==> src/rtl/pipe_adder_pkg.sv <==
// Shared definitions for the pipelined adder/subtractor: mode encoding,
// default geometry and the per-stage slice width helper.
package pipe_adder_pkg;

    localparam int DEF_WIDTH  = 16;
    localparam int DEF_STAGES = 4;

    typedef enum logic {
        MODE_ADD = 1'b0,
        MODE_SUB = 1'b1
    } mode_e;

    // Bits handled by one pipeline slice.
    function automatic int chunk_w(input int width, input int stages);
        return width / stages;
    endfunction

endpackage

==> src/rtl/pipe_adder_if.sv <==
// Operand/result handshake bundle for pipe_adder.
// master = producer/consumer side, slave = the adder itself.
interface pipe_adder_if
    import pipe_adder_pkg::*;
#(
    parameter int WIDTH = DEF_WIDTH
) ();

    logic             in_valid;
    logic             in_ready;
    logic [WIDTH-1:0] in_1;
    logic [WIDTH-1:0] in_2;
    logic             cin;
    logic             sub;
    logic             out_valid;
    logic             out_ready;
    logic [WIDTH-1:0] sum;
    logic             count;
    logic             ovf;

    modport master (
        output in_valid, in_1, in_2, cin, sub, out_ready,
        input  in_ready, out_valid, sum, count, ovf
    );

    modport slave (
        input  in_valid, in_1, in_2, cin, sub, out_ready,
        output in_ready, out_valid, sum, count, ovf
    );

endinterface

==> src/rtl/slice_adder.sv <==
// Combinational W-bit ripple adder built from 1-bit full-adder cells.
module slice_adder #(
    parameter int W = 4
) (
    input  logic [W-1:0] a,
    input  logic [W-1:0] b,
    input  logic         ci,
    output logic [W-1:0] s,
    output logic         co
);

    logic [W:0] c;

    assign c[0] = ci;

    // One full-adder cell per bit, carry rippling upward.
    for (genvar i = 0; i < W; i++) begin : g_fa
        assign s[i]   = a[i] ^ b[i] ^ c[i];
        assign c[i+1] = (a[i] & b[i]) | (c[i] & (a[i] ^ b[i]));
    end

    assign co = c[W];

endmodule

==> src/rtl/pipe_adder.sv <==
// Pipelined adder/subtractor. A WIDTH-bit add is split into STAGES slices;
// slice k adds its CHUNK bits plus the carry registered by slice k-1.
// Untouched upper operand bits ride skew registers that shrink each stage,
// finished lower sum bits ride a growing delay register. One global
// advance signal stalls the whole pipe when the result is not taken.
module pipe_adder
    import pipe_adder_pkg::*;
#(
    parameter int WIDTH  = DEF_WIDTH,
    parameter int STAGES = DEF_STAGES
) (
    input  logic         sys_clk,
    input  logic         sys_rst,
    pipe_adder_if.slave  bus
);

    localparam int CHUNK = chunk_w(WIDTH, STAGES);
    localparam int LAST  = STAGES - 1;

    if (WIDTH < 2 || (WIDTH % STAGES) != 0) begin : g_bad_param
        $error("pipe_adder: WIDTH must be >= 2 and a multiple of STAGES");
    end

    logic [STAGES:1]  vld_pipe;
    logic             advance;
    logic [WIDTH-1:0] a0;
    logic [WIDTH-1:0] b0;
    logic             c0;

    assign advance      = !vld_pipe[STAGES] || bus.out_ready;
    assign bus.in_ready = advance;

    // Operands are zeroed under in_valid=0 so bubbles never carry X toward sum.
    assign a0 = bus.in_valid ? bus.in_1 : '0;
    assign b0 = !bus.in_valid ? '0 : ((bus.sub == MODE_SUB) ? ~bus.in_2 : bus.in_2);
    assign c0 = bus.in_valid & ((bus.sub == MODE_SUB) ? 1'b1 : bus.cin);

    // Valid shift register; holds with the data on a stall.
    always_ff @(posedge sys_clk) begin
        if (sys_rst) begin
            vld_pipe <= '0;
        end else if (advance) begin
            vld_pipe[1] <= bus.in_valid;
            for (int k = 2; k <= STAGES; k++) vld_pipe[k] <= vld_pipe[k-1];
        end
    end

    for (genvar k = 0; k < STAGES; k++) begin : g_stg
        localparam int LO = k * CHUNK;

        logic [WIDTH-1:LO]     a_i;
        logic [WIDTH-1:LO]     b_i;
        logic                  c_i;
        logic [CHUNK-1:0]      s_sl;
        logic                  co;
        logic [LO+CHUNK-1:0]   s_q;
        logic                  c_q;

        if (k == 0) begin : g_in
            assign a_i = a0;
            assign b_i = b0;
            assign c_i = c0;
        end else begin : g_in
            assign a_i = g_stg[k-1].g_skew.a_q;
            assign b_i = g_stg[k-1].g_skew.b_q;
            assign c_i = g_stg[k-1].c_q;
        end

        slice_adder #(.W(CHUNK)) u_slice (
            .a  (a_i[LO +: CHUNK]),
            .b  (b_i[LO +: CHUNK]),
            .ci (c_i),
            .s  (s_sl),
            .co (co)
        );

        // Slice carry out feeds the next slice.
        always_ff @(posedge sys_clk) begin
            if (sys_rst)      c_q <= 1'b0;
            else if (advance) c_q <= co;
        end

        if (k == 0) begin : g_sum
            // First slice starts the aligned result.
            always_ff @(posedge sys_clk) begin
                if (sys_rst)      s_q <= '0;
                else if (advance) s_q <= s_sl;
            end
        end else begin : g_sum
            // New slice lands on top of the already-finished lower bits.
            always_ff @(posedge sys_clk) begin
                if (sys_rst)      s_q <= '0;
                else if (advance) s_q <= {s_sl, g_stg[k-1].s_q};
            end
        end

        if (k < LAST) begin : g_skew
            logic [WIDTH-1:LO+CHUNK] a_q;
            logic [WIDTH-1:LO+CHUNK] b_q;

            // Operand bits not yet consumed travel with the beat.
            always_ff @(posedge sys_clk) begin
                if (sys_rst) begin
                    a_q <= '0;
                    b_q <= '0;
                end else if (advance) begin
                    a_q <= a_i[WIDTH-1:LO+CHUNK];
                    b_q <= b_i[WIDTH-1:LO+CHUNK];
                end
            end
        end else begin : g_last
            logic o_q;

            // Signed overflow: operands agree in sign, result sign differs.
            always_ff @(posedge sys_clk) begin
                if (sys_rst)      o_q <= 1'b0;
                else if (advance) o_q <= (a_i[WIDTH-1] == b_i[WIDTH-1]) &&
                                         (s_sl[CHUNK-1] != a_i[WIDTH-1]);
            end
        end
    end

    assign bus.out_valid = vld_pipe[STAGES];
    assign bus.sum       = g_stg[LAST].s_q;
    assign bus.count     = g_stg[LAST].c_q;
    assign bus.ovf       = g_stg[LAST].g_last.o_q;

endmodule

==> src/flat_wrapper.sv <==
// flat-port wrapper written by rule: the top's interface ports become plain ports
module pipe_adder_flat import pipe_adder_pkg::*;
#(
    parameter int WIDTH  = DEF_WIDTH,
    parameter int STAGES = DEF_STAGES
)
  (sys_clk, sys_rst, bus_in_valid, bus_in_1, bus_in_2, bus_cin, bus_sub, bus_out_ready, bus_in_ready, bus_out_valid, bus_sum, bus_count, bus_ovf);
  pipe_adder_if #(.WIDTH(WIDTH)) bus_i ();
  input  logic sys_clk;
  input  logic sys_rst;
  input wire logic [$bits(bus_i.in_valid)-1:0] bus_in_valid;
  input wire logic [$bits(bus_i.in_1)-1:0] bus_in_1;
  input wire logic [$bits(bus_i.in_2)-1:0] bus_in_2;
  input wire logic [$bits(bus_i.cin)-1:0] bus_cin;
  input wire logic [$bits(bus_i.sub)-1:0] bus_sub;
  input wire logic [$bits(bus_i.out_ready)-1:0] bus_out_ready;
  output wire logic [$bits(bus_i.in_ready)-1:0] bus_in_ready;
  output wire logic [$bits(bus_i.out_valid)-1:0] bus_out_valid;
  output wire logic [$bits(bus_i.sum)-1:0] bus_sum;
  output wire logic [$bits(bus_i.count)-1:0] bus_count;
  output wire logic [$bits(bus_i.ovf)-1:0] bus_ovf;
  assign bus_i.in_valid = bus_in_valid;
  assign bus_i.in_1 = bus_in_1;
  assign bus_i.in_2 = bus_in_2;
  assign bus_i.cin = bus_cin;
  assign bus_i.sub = bus_sub;
  assign bus_i.out_ready = bus_out_ready;
  assign bus_in_ready = bus_i.in_ready;
  assign bus_out_valid = bus_i.out_valid;
  assign bus_sum = bus_i.sum;
  assign bus_count = bus_i.count;
  assign bus_ovf = bus_i.ovf;
  pipe_adder #(.WIDTH(WIDTH), .STAGES(STAGES)) u_core (.sys_clk(sys_clk), .sys_rst(sys_rst), .bus(bus_i));
endmodule
==> config.mk <==
export PLATFORM = sky130hd
export DESIGN_NAME = pipe_adder_flat
export DESIGN_NICKNAME = d
export VERILOG_FILES = /design/src/rtl/pipe_adder_pkg.sv /design/src/rtl/pipe_adder_if.sv /design/src/rtl/slice_adder.sv /design/src/rtl/pipe_adder.sv /design/src/flat_wrapper.sv
export SDC_FILE = /design/constraint.sdc
export NUM_CORES = 1
export LEC_CHECK = 0
export ABC_AREA = 1
export CAP_MARGIN = 20
export CORE_MARGIN = 2
export CORE_UTILIZATION = 55
export CTS_BUF_LIST = sky130_fd_sc_hd__clkbuf_4 sky130_fd_sc_hd__clkbuf_8
export DETAILED_ROUTE_END_ITERATION = 10
export PLACE_DENSITY = 0.82
export SETUP_SLACK_MARGIN = 0.5
export SYNTH_ARGS = -nofsm -noshare
export SYNTH_HDL_FRONTEND = slang
export SYNTH_SLANG_ARGS = --single-unit
==> constraint.sdc <==
create_clock -name sys_clk -period 3.2 [get_ports sys_clk]
set_input_delay 0.64 -clock sys_clk [delete_from_list [all_inputs] [get_ports sys_clk]]
set_output_delay 0.64 -clock sys_clk [all_outputs]
set_load 0.005 [all_outputs]
## Yosys cells after proc, flatten, opt, wreduce, memory -nomap -nowiden

Index checks and enable logic that the tools add are counted.
W data, S select, Z words.

- Muxes and demuxes: 4
- Reduce and logical (&&, ||, !) cells: 3
- Bitwise operators: 82
- Equal/unequal tests: 2

Operators by type and width:

| kind | count |
|---|---|
| $mux W16 | 3 |
| $and A1 B1 Y1 | 33 |
| $xor A1 B1 Y1 | 32 |
| $not A16 Y16 | 1 |
| $or A1 B1 Y1 | 16 |
| $eq A1 B1 Y1 | 1 |
| $logic_and A1 B1 Y1 | 1 |
| $logic_not A1 Y1 | 1 |
| $logic_or A1 B1 Y1 | 1 |
| $mux W1 | 1 |
| $ne A1 B1 Y1 | 1 |

- Output and inout bits: 20
- Word-level logic and storage cells: 107
- Input bits: 38
- Bits in registers: 97

## Depth between registers and ports, before layout

Gate-level depths: netlist of the first run.

- Word-level depth: 12
- Gate-level depth with buffers: 9
- Gate-level depth less buffers: 9

## Cells and area by module

From an unflattened synthesis of the first run, not the netlist that was laid out.

- Cell total of the unflattened synthesis: 553
- Area, all modules: 4087.7 µm²

By module, submodules not included:

| module | sequential area each (µm²) | cells an instance | area an instance (µm²) | instances |
|---|---|---|---|---|
| pipe_adder | 1941.9 | 497 | 3617.2 | 1 |
| slice_adder | 0.0 | 14 | 117.6 | 4 |

## Worst setup path after synthesis of the first run

OpenSTA, ideal clock, no wires.

- Kind: input port to flip-flop
- From: in bus_sub
- To: reg u_core.g_stg[0].s_q[3]
- Setup slack: 0.376 ns
- Data required time: 3.130 ns
- Arrival: 2.755 ns
- Path buffers: 1
- Setup time: 0.070 ns
- Stages on the path: 9
- Path through: clkbuf_1 > o21ai_0 > a21oi_1 > fa_1 > fa_1 > fa_1 > inv_1 > fa_1 > a21oi_1

- Longest elaborated chain between the ends: 10
- Elaborated cells between the ends (all ways): 18
- Those cells by class: mux: 3; bitwise: 15

Ends and longest elaborated chain:

| item | line | text |
|---|---|---|
| start, declared | flat_wrapper.sv:15 | `input wire logic [$bits(bus_i.sub)-1:0] bus_sub;` |
| $mux W16 (2 in series) | pipe_adder.sv:35 | `assign b0 = !bus.in_valid ? '0 : ((bus.sub == MODE_SUB) ? ~bus.in_2 : bus.in_2);` |
| $xor A1 B1 Y1 | slice_adder.sv:19 | `assign c[i+1] = (a[i] & b[i]) \| (c[i] & (a[i] ^ b[i]));` |
| $and A1 B1 Y1 | slice_adder.sv:19 |  |
| $or A1 B1 Y1 | slice_adder.sv:19 |  |
| $and A1 B1 Y1 | slice_adder.sv:19 |  |
| $or A1 B1 Y1 | slice_adder.sv:19 |  |
| $and A1 B1 Y1 | slice_adder.sv:19 |  |
| $or A1 B1 Y1 | slice_adder.sv:19 |  |
| $xor A1 B1 Y1 * | slice_adder.sv:18 | `assign s[i] = a[i] ^ b[i] ^ c[i];` |
| end signal, assigned | pipe_adder.sv:87 | `else if (advance) s_q <= s_sl;` |
| end, declared | pipe_adder.sv:56 | `logic [LO+CHUNK-1:0] s_q;` |

Every way passes the cells marked *; elsewhere a longest branch is shown, timed or not.
A chain may end at the register's enable or synchronous reset.

## Final worst setup path of the first run

- From: in bus_in_valid
- To: reg u_core.g_stg[0].s_q[3]

- Longest elaborated chain between the ends: 9
- Elaborated cells between the ends (all ways): 17
- Those cells by class: mux: 2; bitwise: 15

Ends and longest elaborated chain:

| item | line | text |
|---|---|---|
| start, declared | flat_wrapper.sv:11 | `input wire logic [$bits(bus_i.in_valid)-1:0] bus_in_valid;` |
| $mux W16 (on tied branches) | pipe_adder.sv:34, pipe_adder.sv:35 |  |
| $xor A1 B1 Y1 | slice_adder.sv:19 |  |
| $and A1 B1 Y1 | slice_adder.sv:19 |  |
| $or A1 B1 Y1 | slice_adder.sv:19 |  |
| $and A1 B1 Y1 | slice_adder.sv:19 |  |
| $or A1 B1 Y1 | slice_adder.sv:19 |  |
| $and A1 B1 Y1 | slice_adder.sv:19 |  |
| $or A1 B1 Y1 | slice_adder.sv:19 |  |
| $xor A1 B1 Y1 * | slice_adder.sv:18 |  |

Marked as above.

==> metrics.txt, run 1 <==
Final Setup Violations 0; Die Y 90.26 um; number of global-route vias before repair ~3000; post-synthesis net count 568; P_sw 573.4 uW; CP arrival 2.88 ns; Cells after DPL 640; synth warn 0; RD Place Congestion 0.7727; CTS Buffer Depth 2; commonest non-fill, non-tap cell in the layout nor2_1; Mean Syn Cell Area 7.978 sq um; RSZ-0062 raised after global routing false; largest net degree at the start of global routing 94; site row count 31; Antenna Nets Post-Route 0; Fin Setup TNS 0 ns; area share of the largest cell type after synthesis 0.4745; nets 607; Critical Path Fanout Max 8; crit start category primary input; 1st-pass router iterations 4; IO Port Bufs 57; FF+latch count, synth between 90 and 100; largest cells by area after synthesis dfxtp_1 47%, nor2_1 9.4%, o21ai_0 8.7%; Remaining Overflow, GRT 0; fmax 385.9 MHz; CTS H-tree depth 3; clk slew on worst S/H paths 0.09 ns; DRC violations left 0; clock skew 0.009047 ns; Via density roughly 4.9; CTS tree built; CTS root buf clkbuf_8; Setup Crit Path Kind in -> reg; worst hold path class reg -> reg; clock latency on the worst-skew pair between 0.3 and 0.4 ns; clock share of power 0.362; Routed WL 7.761 mm; DR WL/cell 11.83 um; Net Sw Frac 0.2326; Gate Count Post-Synth a little over 500; Worst-Margin Slew around 0.9 ns; routed via count between 3000 and 4000; cts hold-fix bufs 0; mapped cell area 4093 sq um; antenna cell count 0; Syn-to-layout area delta 19.05%; post-synth top area cell dfxtp_1; most frequent cells in the layout 102 x nor2_1, 97 x dfxtp_1, 81 x nand2_1, 70 x o21ai_0, 54 x clkdlybuf4s50_1; sequential share of power 0.529; Pwr per Cell Area 505.9 nW/um^2; final worst-path cycle share 0.8097; number of buffers created by CTS 9; Worst EP required 3.49 ns; relative slew slack 0.4064; final period demand of the worst path around 2.6 ns; Combinational Power Share 0.110; Leakage around 1.9 nW; Max rail drop VDD approximately 0.27 mV; status completed; Die Wd 90.26 um; hold slack 0.4641 ns; Final WS setup 0.6090 ns; post-DP HPWL 5.138 mm; antenna violations before repair 0; Iteration-0 DRC Markers 124; die footprint 8147 sq um; maxcap violations 0; GRT Util Overall 0.1916; Initial Utilization 0.5673; CTS sink cnt 97; postcts setup bufs 0; non-filler cells in the finished layout 656; global-route wire length before repair ~13 mm; pre-CTS setup slack -0.02273 ns; crit end category register; final max-slew violation count 0; CORE AREA 7214 sq um; final hold vios 0; sequential area share after synthesis 0.4745; synth unique cells 19; IO Pins 58; fraction of layout cells with a size suffix above 1 0.09515; Int Power 1.891 mW
-- worst max-delay path, cell delays in order --
cell and delay, ns:
dlygate4sd2_1 0.33, o21ai_2 0.10, a21oi_2 0.06, fa_2 0.40
fa_2 0.35, fa_1 0.39, inv_2 0.08, fa_1 0.41
a21oi_2 0.13
-- cell usage after synthesis (all sizes together) --
library cell	n
inv	43
a21oi	53
fa	16
dfxtp	97
clkbuf	14
ha	1
nand2	92
o21ai	75
buf	19
nor2	103
-- what timing repair did --
item	4_1_cts	5_1_grt
endpoints found under the setup margin	1	1
pin swaps	1	1
gates cloned	0	0
gates resized for setup	5	4
-- layer usage --
metal | vias up | track usage | routed length, um | part of all wire
met1 | 1468 | 0.2399 | 3675 | 0.47
met3 | 13 | 0.04758 | 307 | 0.040
met2 | 66 | 0.3221 | 3650 | 0.47
li1 | 1683 | - | - | -
met5 | - | 0 | 0 | 0
met4 | 0 | 0.07051 | 129 | 0.017
-- state kept, by name, indices dropped and copies added, names as in the netlist --
name,flops
u_core.g_stg.g_skew.a_q,24
u_core.g_stg.g_skew.b_q,24
u_core.g_stg.s_q,24
u_core.bus.sum,16
u_core.vld_pipe,4
u_core.g_stg.c_q,3
u_core.bus.count,1
u_core.bus.ovf,1
-- power by group through the flow --
stage          clock [mW]  combinational [mW]  sequential, mW
4_1_cts             0.901               0.270            1.30
5_1_grt             0.952               0.307            1.31
6_report            0.891               0.270            1.30
3_5_place_dp            0               0.268            1.33
2_1_floorplan           0               0.165            1.32
3_3_place_gp            0               0.260            1.33
-- layout make-up --
class	instances	area, sq um
multi-input combinational	340	1805
timing repair buffer	61	605.6
clock inverter	4	75.07
clock buffer	12	158.9
inverter	43	161.4
sequential	97	1942
fill	614	2342
tap	99	123.9
-- kinds of logic (layout without fill, tap and decap cells) --
kind of cell,Yosys count,in the layout,share of synthesized area
AOI/OAI and AO/OA,128,128,0.1684
and+or+nand+nor,195,195,0.1874
DFF,97,97,0.4745
adders and majority gates,17,17,0.08132
buffers and inverters,76,120,0.08835
-- stage by stage --
step | power (mW) | cell area (sq um) | util
2_1_floorplan | 1.489 | 4099 | -
3_3_place_gp | 1.588 | 4634 | 0.6424
3_5_place_dp | 1.599 | 4634 | 0.6424
4_1_cts | 2.475 | 4872 | 0.6753
5_1_grt | 2.569 | 4872 | 0.6753
6_report | 2.465 | 4872 | 0.6753
-- worst paths after layout --
path	cells after the start	slack [ns]	endpoint	start
max	9	0.61	u_core.g_stg[0].s_q[3]	bus_in_valid
min	2	0.46	u_core.g_stg[0].g_skew.b_q[9]	u_core.g_stg[0].g_skew.b_q[9]
max reg2reg	9	0.88	u_core.bus.ovf	u_core.g_stg[2].g_skew.b_q[12]
min reg2reg	2	0.46	u_core.g_stg[0].g_skew.b_q[9]	u_core.g_stg[0].g_skew.b_q[9]
No activity file was read; power rests on OpenSTA's default activity.
==> run 2: changes to the inputs <==
- clock period: 3.2 -> 2.7 ns (I/O delays scaled with it)
==> run 2 against run 1 <==
  * Sequential share of layout area decreased by 0.13 points
  * Critical path depth did not move
  * First-iteration DRC count grew 26%
  * Combinational power grew 21%
  * Clock power increased by 16%
  * Die area did not move
  * Largest cell class unchanged
  * Highest routed layer unchanged
==> metrics.txt, run 2 (synthesized netlist as in run 1, its figures left out) <==
status completed; Hold Path Depth 2 (unchanged); crit start category primary input; Fin Setup TNS 0 ns (unchanged); number of global-route vias before repair 2996 (+1.1%); die footprint 8147 sq um (unchanged); P_sw 686.0 uW (+20%); Slowest-stage cell, CP fa_2; clock share of power 0.355 (-0.007); maxcap violations 0 (unchanged); Net Sw Frac 0.2363 (+0.003621); Die Y 90.26 um (unchanged); clk slew on worst S/H paths 0.08 ns (about the same); Leakage 1.933 nW (+0.22%); most frequent cells in the layout 100 x nor2_1, 92 x dfxtp_1, 81 x nand2_1, 69 x o21ai_0, 51 x clkdlybuf4s50_1; final worst-path cycle share 0.8183; Critical Path Fanout Max 7 (-1); clock skew 0.01188 ns (+0.002832 ns); number of buffers created by CTS 9 (unchanged); pre-CTS setup slack -0.3804 ns (-0.3577 ns); Cells after DPL 642 (+0.31%); Pwr per Cell Area 592.1 nW/um^2 (+17%); Max rail drop VDD 0.2761 mV (+3.2%); Worst path depth 9 (unchanged); Remaining Overflow, GRT 0 (unchanged); CTS root buf clkbuf_8; antenna violations before repair 0 (unchanged); commonest non-fill, non-tap cell in the layout nor2_1; Worst-Margin Slew 0.6173 ns (-0.2718 ns); site row count 31 (unchanged); 1st-pass router iterations 4 (unchanged); Die Wd 90.26 um (unchanged); sequential share of power 0.532 (+0.003); DRC violations left 0 (unchanged); buffer and inverter count on the worst path 2 (unchanged); FF-to-FF path depth 8 (-1); CTS sink cnt 97 (unchanged); final hold vios 0 (unchanged); Setup Crit Path Kind in -> reg; IO Pins 58 (unchanged); RSZ-0062 raised after global routing true; nets 609 (+0.33%); non-filler cells in the finished layout 657 (+0.15%); post-DP HPWL 5.160 mm (+0.41%); GRT Util Overall 0.2053 (+0.01368); RD Place Congestion 0.8022 (+3.8%); CP arrival 2.50 ns (-0.38 ns); clock latency on the worst-skew pair 0.36 ns (about the same); total power 2.903 mW (+18%); Worst EP required 2.99 ns (-0.50 ns); largest net degree at the start of global routing 94 (unchanged); design area 4903 sq um (+0.64%); CTS H-tree depth 3 (unchanged); CTS tree built; Placed Area 4659 sq um (+0.54%); IO Port Bufs 57 (unchanged); final max-slew violation count 0 (unchanged); Combinational Power Share 0.113 (+0.003); fmax 452.6 MHz; fraction of layout cells with a size suffix above 1 0.1362 (+0.04105); Final WS setup 0.4905 ns (-0.1185 ns); Final Setup Violations 0 (unchanged); Iteration-0 DRC Markers 156 (+26%); postcts setup bufs 0 (unchanged); crit end category register; Antenna Nets Post-Route 0 (unchanged); worst hold path class reg -> reg; Via density 5.000 (+1.5%); max incr delay on CP 0.40 ns (about the same); Syn-to-layout area delta 19.81%; routed via count 3285 (+1.7%); DR WL/cell 12.27 um (+3.7%); Initial Utilization 0.5673 (unchanged); top flop regs u_core.g_stg.g_skew.a_q (24), u_core.g_stg.g_skew.b_q (24), u_core.g_stg.s_q (24); Routed WL 8.062 mm (+3.9%); cts hold-fix bufs 0 (unchanged); antenna cell count 0 (unchanged); crit-path leading delay family adder cells; global-route wire length before repair 13.43 mm (+5.2%); relative slew slack 0.5876 (+0.1811); Crit path top cell by count fa_2; CP Cell Sequence buf_6, o21ai_2, a21oi_2, fa_2, fa_2, fa_2, inv_2, fa_1, a21oi_1; CTS Buffer Depth 2 (unchanged); CORE AREA 7214 sq um (unchanged); final period demand of the worst path around 2.2 ns; Int Power 2.217 mW (+17%)
[run 2: area by class of cell]
cell class                 count  area [sq um]
multi-input combinational    340          1828
fill                         607          2311
clock buffer                  11         145.1
inverter                      43         161.4
clock inverter                 4         77.57
sequential                    97          1948
tap                           99         123.9
timing repair buffer          63         619.3
[run 2: worst reg2reg max path: stages, from the launching register on]
cell and delay, ns:
dfxtp_2 0.35, fa_2 0.38, inv_2 0.07, fa_1 0.17, inv_1 0.06, fa_1 0.40, inv_1 0.08, fa_1 0.44
a21oi_1 0.13
[run 2: layer usage]
metal | vias up | part of all wire | global-route usage
met4 | 0 | 0.021 | 0.07308
met3 | 13 | 0.045 | 0.06260
met2 | 70 | 0.47 | 0.3346
met5 | - | 0 | 0
met1 | 1510 | 0.47 | 0.2595
li1 | 1692 | - | -
[run 2: metrics by stage]
| step | utilization | hold slack [ns] |
|---|---|---|
| 3_5_place_dp | 0.6459 | 0.4562 |
| 3_3_place_gp | 0.6459 | 0.4409 |
| 4_1_cts | 0.6786 | 0.4699 |
| 5_1_grt | 0.6797 | 0.4905 |
| 6_report | 0.6797 | 0.4685 |
| 2_1_floorplan | - | 0.4297 |
[run 2: final timing paths]
path / startpoint / endpoint / slack, ns
max: bus_sub / u_core.g_stg[0].s_q[3] / 0.49
min: u_core.vld_pipe[3] / u_core.vld_pipe[4] / 0.47
max reg2reg: u_core.g_stg[1].g_skew.b_q[8] / u_core.g_stg[2].s_q[11] / 0.56
min reg2reg: u_core.vld_pipe[3] / u_core.vld_pipe[4] / 0.47
[run 2: power by group through the flow]
stage	sequential, mW	clock [mW]	combinational [mW]
after floorplan	1.57	0	0.200
after global placement	1.57	0	0.313
after detailed placement	1.58	0	0.324
after CTS	1.54	1.05	0.328
after global routing	1.55	1.13	0.368
final	1.54	1.03	0.327
[run 2: timing repair]
action                                  4_1_cts  5_1_grt
cloned                                        0        0
pin swaps                                    13        8
resized for setup                            32        9
endpoints found under the setup margin        8        3
endpoints found under the hold margin         0        0
==> RTL change 1 (flow settings as in run 2) <==
Put a register stage on the output `bus.count`, without a reset. The value now appears one clock later.
--- a/src/rtl/pipe_adder.sv
+++ b/src/rtl/pipe_adder.sv
@@ -122,7 +122,9 @@
 
     assign bus.out_valid = vld_pipe[STAGES];
     assign bus.sum       = g_stg[LAST].s_q;
-    assign bus.count     = g_stg[LAST].c_q;
+    always_ff @(posedge sys_clk) begin
+        bus.count <= g_stg[LAST].c_q;
+    end
     assign bus.ovf       = g_stg[LAST].g_last.o_q;
 
 endmodule
Behaviour: not the same (Yosys sat finds a counterexample within 10 cycles, from zero or initial values and one cycle with sys_rst high).
==> RTL change 1 against run 2 <==
- register-to-register slack worse by 0.07 ns
- wire length increased by 0.67%
- utilization rose by 1.2 points
- combinational power is 2% higher
- sequential cell count up 1
- total power rose by 4.0%
- worst setup slack got worse by 0.079 ns
- highest routed layer unchanged
- clock skew shrank 0.0053 ns
- synthesized area increased by 0.49%
- final area up 2.3%
==> RTL change 1: results (changes against run 2) <==
[logic_synthesis]
synth_commonest_cells=102 x nor2_1, 98 x dfxtp_1, 81 x nand2_1  ; was 102 x nor2_1, 97 x dfxtp_1, 81 x nand2_1
ys_seq_area_frac=0.4770  ; was 0.4745
yosysWarnings=0  ; unchanged
synth_area_leaders=dfxtp_1 48%, nor2_1 9.3%, o21ai_0 8.6%, fa_1 7.8%, nand2_1 7.4%  ; was dfxtp_1 47%, nor2_1 9.4%, o21ai_0 8.7%, fa_1 7.8%, nand2_1 7.4%
syn_nets=569  ; was 568
synth-async-reset-ratio=0  ; unchanged
ys_types=19  ; unchanged

[global_routing]
antenna_found_initial=0  ; unchanged
grt_pass1_wl_mm=14.35  ; was 13.43 mm
grt_pass1_vias=3195  ; was 2,996
grt_max_degree=76  ; was 94
grt.total_usage=0.2126  ; was 0.2053

[route]
drtPass1Iterations=4  ; unchanged
wl_per_cell_um=12.19  ; was 12.27 um
drtIter0Drc=205  ; was 156
vias=3334  ; was 3,285

[sta]
fin_skew_ns=0.006555  ; was 0.01188 ns
worst_slew_pin_slew_ns=0.6275  ; was 0.6173 ns
fin_crit_sh=0.8475  ; was 0.8183

[setup_path]
regToRegStartpoint=u_core.g_stg[1].g_skew.b_q[8]$_SDFFE_PP0P_  ; unchanged
crit_family=adder cells  ; unchanged
cp-startpoint=bus_in_1[0]  ; was bus_sub
cp_slowest_cell=fa_1  ; was fa_2
cp_max_fo=1  ; was 7
cpPeakStageDelay_ns=0.42  ; was 0.40 ns
cp.arrival_ns=2.58  ; was 2.50 ns

[clock_tree]
h-tree-depth=3  ; unchanged
insertion_delay_ns=0.35
numCtsBuffers=9  ; unchanged
ctsLongestPathBuffers=2  ; unchanged
clockRootBuffer=clkbuf_8  ; unchanged
clk_pin_slew_ns=0.09

[placement]
io_buffers=57  ; unchanged
dp_hpwl_mm=5.327  ; was 5.160 mm
placed_area_mm2=0.004715  ; was 0.004659 mm^2
routabilityCongestion=0.8165  ; was 0.8022

[final_layout]
antennaDiodeCount=0  ; unchanged
largestRegisters=u_core.g_stg.g_skew.a_q: 24 flops, u_core.g_stg.g_skew.b_q: 24 flops, u_core.g_stg.s_q: 24 flops  ; unchanged
fin_nets=617  ; was 609
drive_above_1_share=0.1358  ; was 0.1362

[worst_hold_path]
min_path_type=register to register  ; unchanged
hold_start=u_core.g_stg[3].c_q$_SDFFE_PP0P_  ; was u_core.vld_pipe[3]$_SDFFE_PP0P_

[outcome]
status=finished clean  ; unchanged

[pwr]
peakVddDrop_v=0.0002480  ; was 0.0002761 V
leakage_nw=2.000  ; was 1.933 nW

[RTL change 1: cell count changes after synthesis]
cell     before  now
dfxtp_1      97   98
[RTL change 1: power breakdown]
| group | leakage, nW | total (W) | internal (W) | switching [W] |
|---|---|---|---|---|
| sequential | 0.802 | 0.00156 | 0.00152 | 0.0000400 |
| clock | 0.127 | 0.00113 | 0.000644 | 0.000481 |
| combinational | 1.07 | 0.000335 | 0.000163 | 0.000172 |
| total | 2.00 | 0.00302 | 0.00233 | 0.000694 |
[RTL change 1: cells by family (layout without fill, tap and decap cells)]
family	count (synthesis)	count (layout)	synth area share
AO/OA/AOI/OAI	128	128	0.1676
buffers and inverters	76	129	0.08792
adder cells (fa/ha/maj)	17	17	0.08093
flip-flops	98	98	0.4770
AND/OR/NAND/NOR	195	195	0.1865
[RTL change 1: final cells by class]
cell class	count	area, um^2
fill	615	2238
sequential	98	1967
multi-input combinational	340	1828
timing repair buffer	70	684.4
inverter	43	161.4
clock buffer	10	137.6
tap	99	123.9
clock inverter	6	112.6
[RTL change 1: worst reg2reg max path: stages (launching register included)]
cell	delay, ns
dfxtp_1	0.34
fa_1	0.42
inv_1	0.09
fa_1	0.17
inv_1	0.06
fa_1	0.42
inv_1	0.09
fa_1	0.40
a21oi_1	0.15
[RTL change 1: worst paths after layout]
| path | to | slack (ns) | depth (start not counted) |
|---|---|---|---|
| setup / recovery | u_core.g_stg[0].s_q[3]$_SDFFE_PP0P_ | 0.41 | 9 |
| hold / removal | u_core.bus.count$_DFF_P_ | 0.35 | 0 |
| setup reg to reg | u_core.g_stg[2].s_q[11]$_SDFFE_PP0P_ | 0.49 | 8 |
| hold reg to reg | u_core.bus.count$_DFF_P_ | 0.35 | 0 |
[RTL change 1: repair_timing]
action	in CTS	in global routing
buffers inserted	4	0
pin swaps	11	10
resized for setup	23	10
endpoints found under the setup margin	7	5
[RTL change 1: layer usage]
metal	track usage	part of all wire
met5	0	0
met2	0.3495	0.48
met4	0.07821	0.019
met3	0.02755	0.033
met1	0.2880	0.47
[RTL change 1: metrics by stage]
step           utilization  cells  setup slack [ns]
6_report            0.6914    666            0.4119
5_1_grt             0.6914    666            0.3478
4_1_cts             0.6897    666            0.2913
3_5_place_dp        0.6500    646           -0.3368
3_3_place_gp        0.6500    646           -0.2709
2_1_floorplan            -    514            0.1969
==> RTL change 2 (config.mk and constraints of run 2) <==
Made on the original files. `DEF_WIDTH`: 16 -> 20.
--- a/src/rtl/pipe_adder_pkg.sv
+++ b/src/rtl/pipe_adder_pkg.sv
@@ -2,7 +2,7 @@
 // default geometry and the per-stage slice width helper.
 package pipe_adder_pkg;
 
-    localparam int DEF_WIDTH  = 16;
+    localparam int DEF_WIDTH  = 20;
     localparam int DEF_STAGES = 4;
 
     typedef enum logic {
Ports: changed (resized bus_in_1, bus_in_2 and bus_sum); port bits go from 58 to 70. The function was not compared with the original's and may differ.
==> RTL change 2 against run 2 <==
- synthesized area rose by 20%
- wire length rose by 29%
- synthesized cell count rose by 24%
- final area rose by 27%
- largest cell class unchanged
- die area rose by 19%
- largest power group unchanged
- total power rose by 37%
- sequential cell count rose by 22
- worst setup slack got worse by 0.25 ns
- sequential power rose by 21%
==> RTL change 2: results (changes against run 2) <==
[setup_path]
regToRegEndpoint=u_core.bus.sum[19]$_SDFFE_PP0P_  ; was u_core.g_stg[2].s_q[11]$_SDFFE_PP0P_
cp.arrival_ns=2.82  ; was 2.50 ns
worstRegToRegCells=9  ; was 8
cp_max_fo=2  ; was 7

[die]
well_tap_count=108  ; was 99

[global_routing]
grt_pass1_vias=3978  ; was 2,996
met2_usage=0.3731  ; was 0.3346
grtUsageMet3=0.05106  ; was 0.06260
grt.total_usage=0.2215  ; was 0.2053
grt_pass1_wl_mm=17.48  ; was 13.43 mm

[final_layout]
largestRegisters=u_core.g_stg.g_skew.a_q: 30 flops, u_core.g_stg.g_skew.b_q: 30 flops, u_core.g_stg.s_q: 30 flops  ; was u_core.g_stg.g_skew.a_q: 24 flops, u_core.g_stg.g_skew.b_q: 24 flops, u_core.g_stg.s_q: 24 flops
n_clock_buffer=20  ; was 11
fin_nets=767  ; was 609
nFlopsAndLatches=119  ; was 97
clock_tree_area_fraction=0.07139  ; was 0.04542
fin_util=0.7150  ; was 0.6797
seq_share=0.3848  ; was 0.3973
buf_share=0.1321  ; was 0.1263
drive_above_1_share=0.1374  ; was 0.1362
multi_input_area_mm2=0.002251  ; was 0.001828 mm^2
n_all_inverters=45  ; was 43

[clock_tree]
cts_post_setup_buffers_inserted=2  ; was 0
numCtsBuffers=17  ; was 9
insertion_delay_ns=0.43  ; was 0.36 ns
h-tree-depth=4  ; was 3

[route]
vias=4161  ; was 3,285

[sta]
fin_skew_ns=0.009536  ; was 0.01188 ns
slew_headroom=0.5496  ; was 0.5876

[worst_hold_path]
hold_start=u_core.bus.sum[11]$_SDFFE_PP0P_  ; was u_core.vld_pipe[3]$_SDFFE_PP0P_
hold_path_end=u_core.bus.sum[11]$_SDFFE_PP0P_  ; was u_core.vld_pipe[4]$_SDFFE_PP0P_

[logic_synthesis]
ys_types=16  ; was 19
synth_commonest_cells=265 x nand2_1, 124 x a21oi_1, 119 x dfxtp_1  ; was 102 x nor2_1, 97 x dfxtp_1, 81 x nand2_1
synth_area_leaders=dfxtp_1 48%, nand2_1 20%, a21oi_1 13%, fa_1 8.1%, inv_1 3.4%  ; was dfxtp_1 47%, nor2_1 9.4%, o21ai_0 8.7%, fa_1 7.8%, nand2_1 7.4%
ys_seq_area_frac=0.4846  ; was 0.4745

[placement]
io_buffers=69  ; was 57
dp_hpwl_mm=6.807  ; was 5.160 mm

[pwr]
power_frac_comb=0.085  ; was 0.113
p_int_w=0.003057  ; was 0.002217 W
peakVddDrop_v=0.0003261  ; was 0.0002761 V
leakage_nw=2.406  ; was 1.933 nW

[outcome]
status=finished clean  ; unchanged

-- RTL change 2: cell count changes after synthesis, moves of 5 or more --
cell             run 2  this run
nor2_1             102         4
a21oi_2             10         1
o21ai_0             71         5
buf_2                8        15
clkbuf_1            12        17
a21oi_1             42       124
nand2_2             11         1
nand2_1             81       265
dfxtp_1             97       119
o21bai_1             0        11
buf_6                6         0
-- RTL change 2: worst max-delay path by stage --
stage / from / end / slack, ns / cells past startpoint
final: bus_in_2[0] / u_core.g_stg[0].s_q[4]$_SDFFE_PP0P_ / 0.24 / 10
after floorplan: bus_sub / u_core.g_stg[0].s_q[4]$_SDFFE_PP0P_ / -0.29 / 11
after CTS: bus_in_2[0] / u_core.g_stg[0].s_q[4]$_SDFFE_PP0P_ / 0.06 / 10
after global placement: bus_in_valid / u_core.g_stg[0].s_q[4]$_SDFFE_PP0P_ / -0.62 / 10
after global routing: u_core.g_stg[2].c_q$_SDFFE_PP0P_ / u_core.bus.ovf$_SDFFE_PP0P_ / 0.16 / 10
after detailed placement: bus_sub / u_core.g_stg[0].s_q[4]$_SDFFE_PP0P_ / -0.68 / 10
-- RTL change 2: stage by stage --
step                      total power [W]  instances  setup slack, ns  hold slack, ns
after floorplan                  0.002091        638          -0.2858          0.4392
after global routing             0.004123        821           0.1583          0.4832
final                            0.003990        821           0.2416          0.4606
after detailed placement         0.002232        786          -0.6805          0.4514
after CTS                        0.004000        820          0.05876          0.4628
after global placement           0.002217        786          -0.6177          0.4474
-- RTL change 2: routing by layer --
layer  wire length (um)  part of all wire
met1               4679              0.45
met2               5049              0.49
met5                  0                 0
met3                530             0.051
met4                139             0.013
-- RTL change 2: kinds of logic after synthesis --
kind of cell	share of synthesized area
fa+ha+maj	0.08399
simple gates	0.2067
buf+inv	0.07483
compound gates	0.1499
flops	0.4846
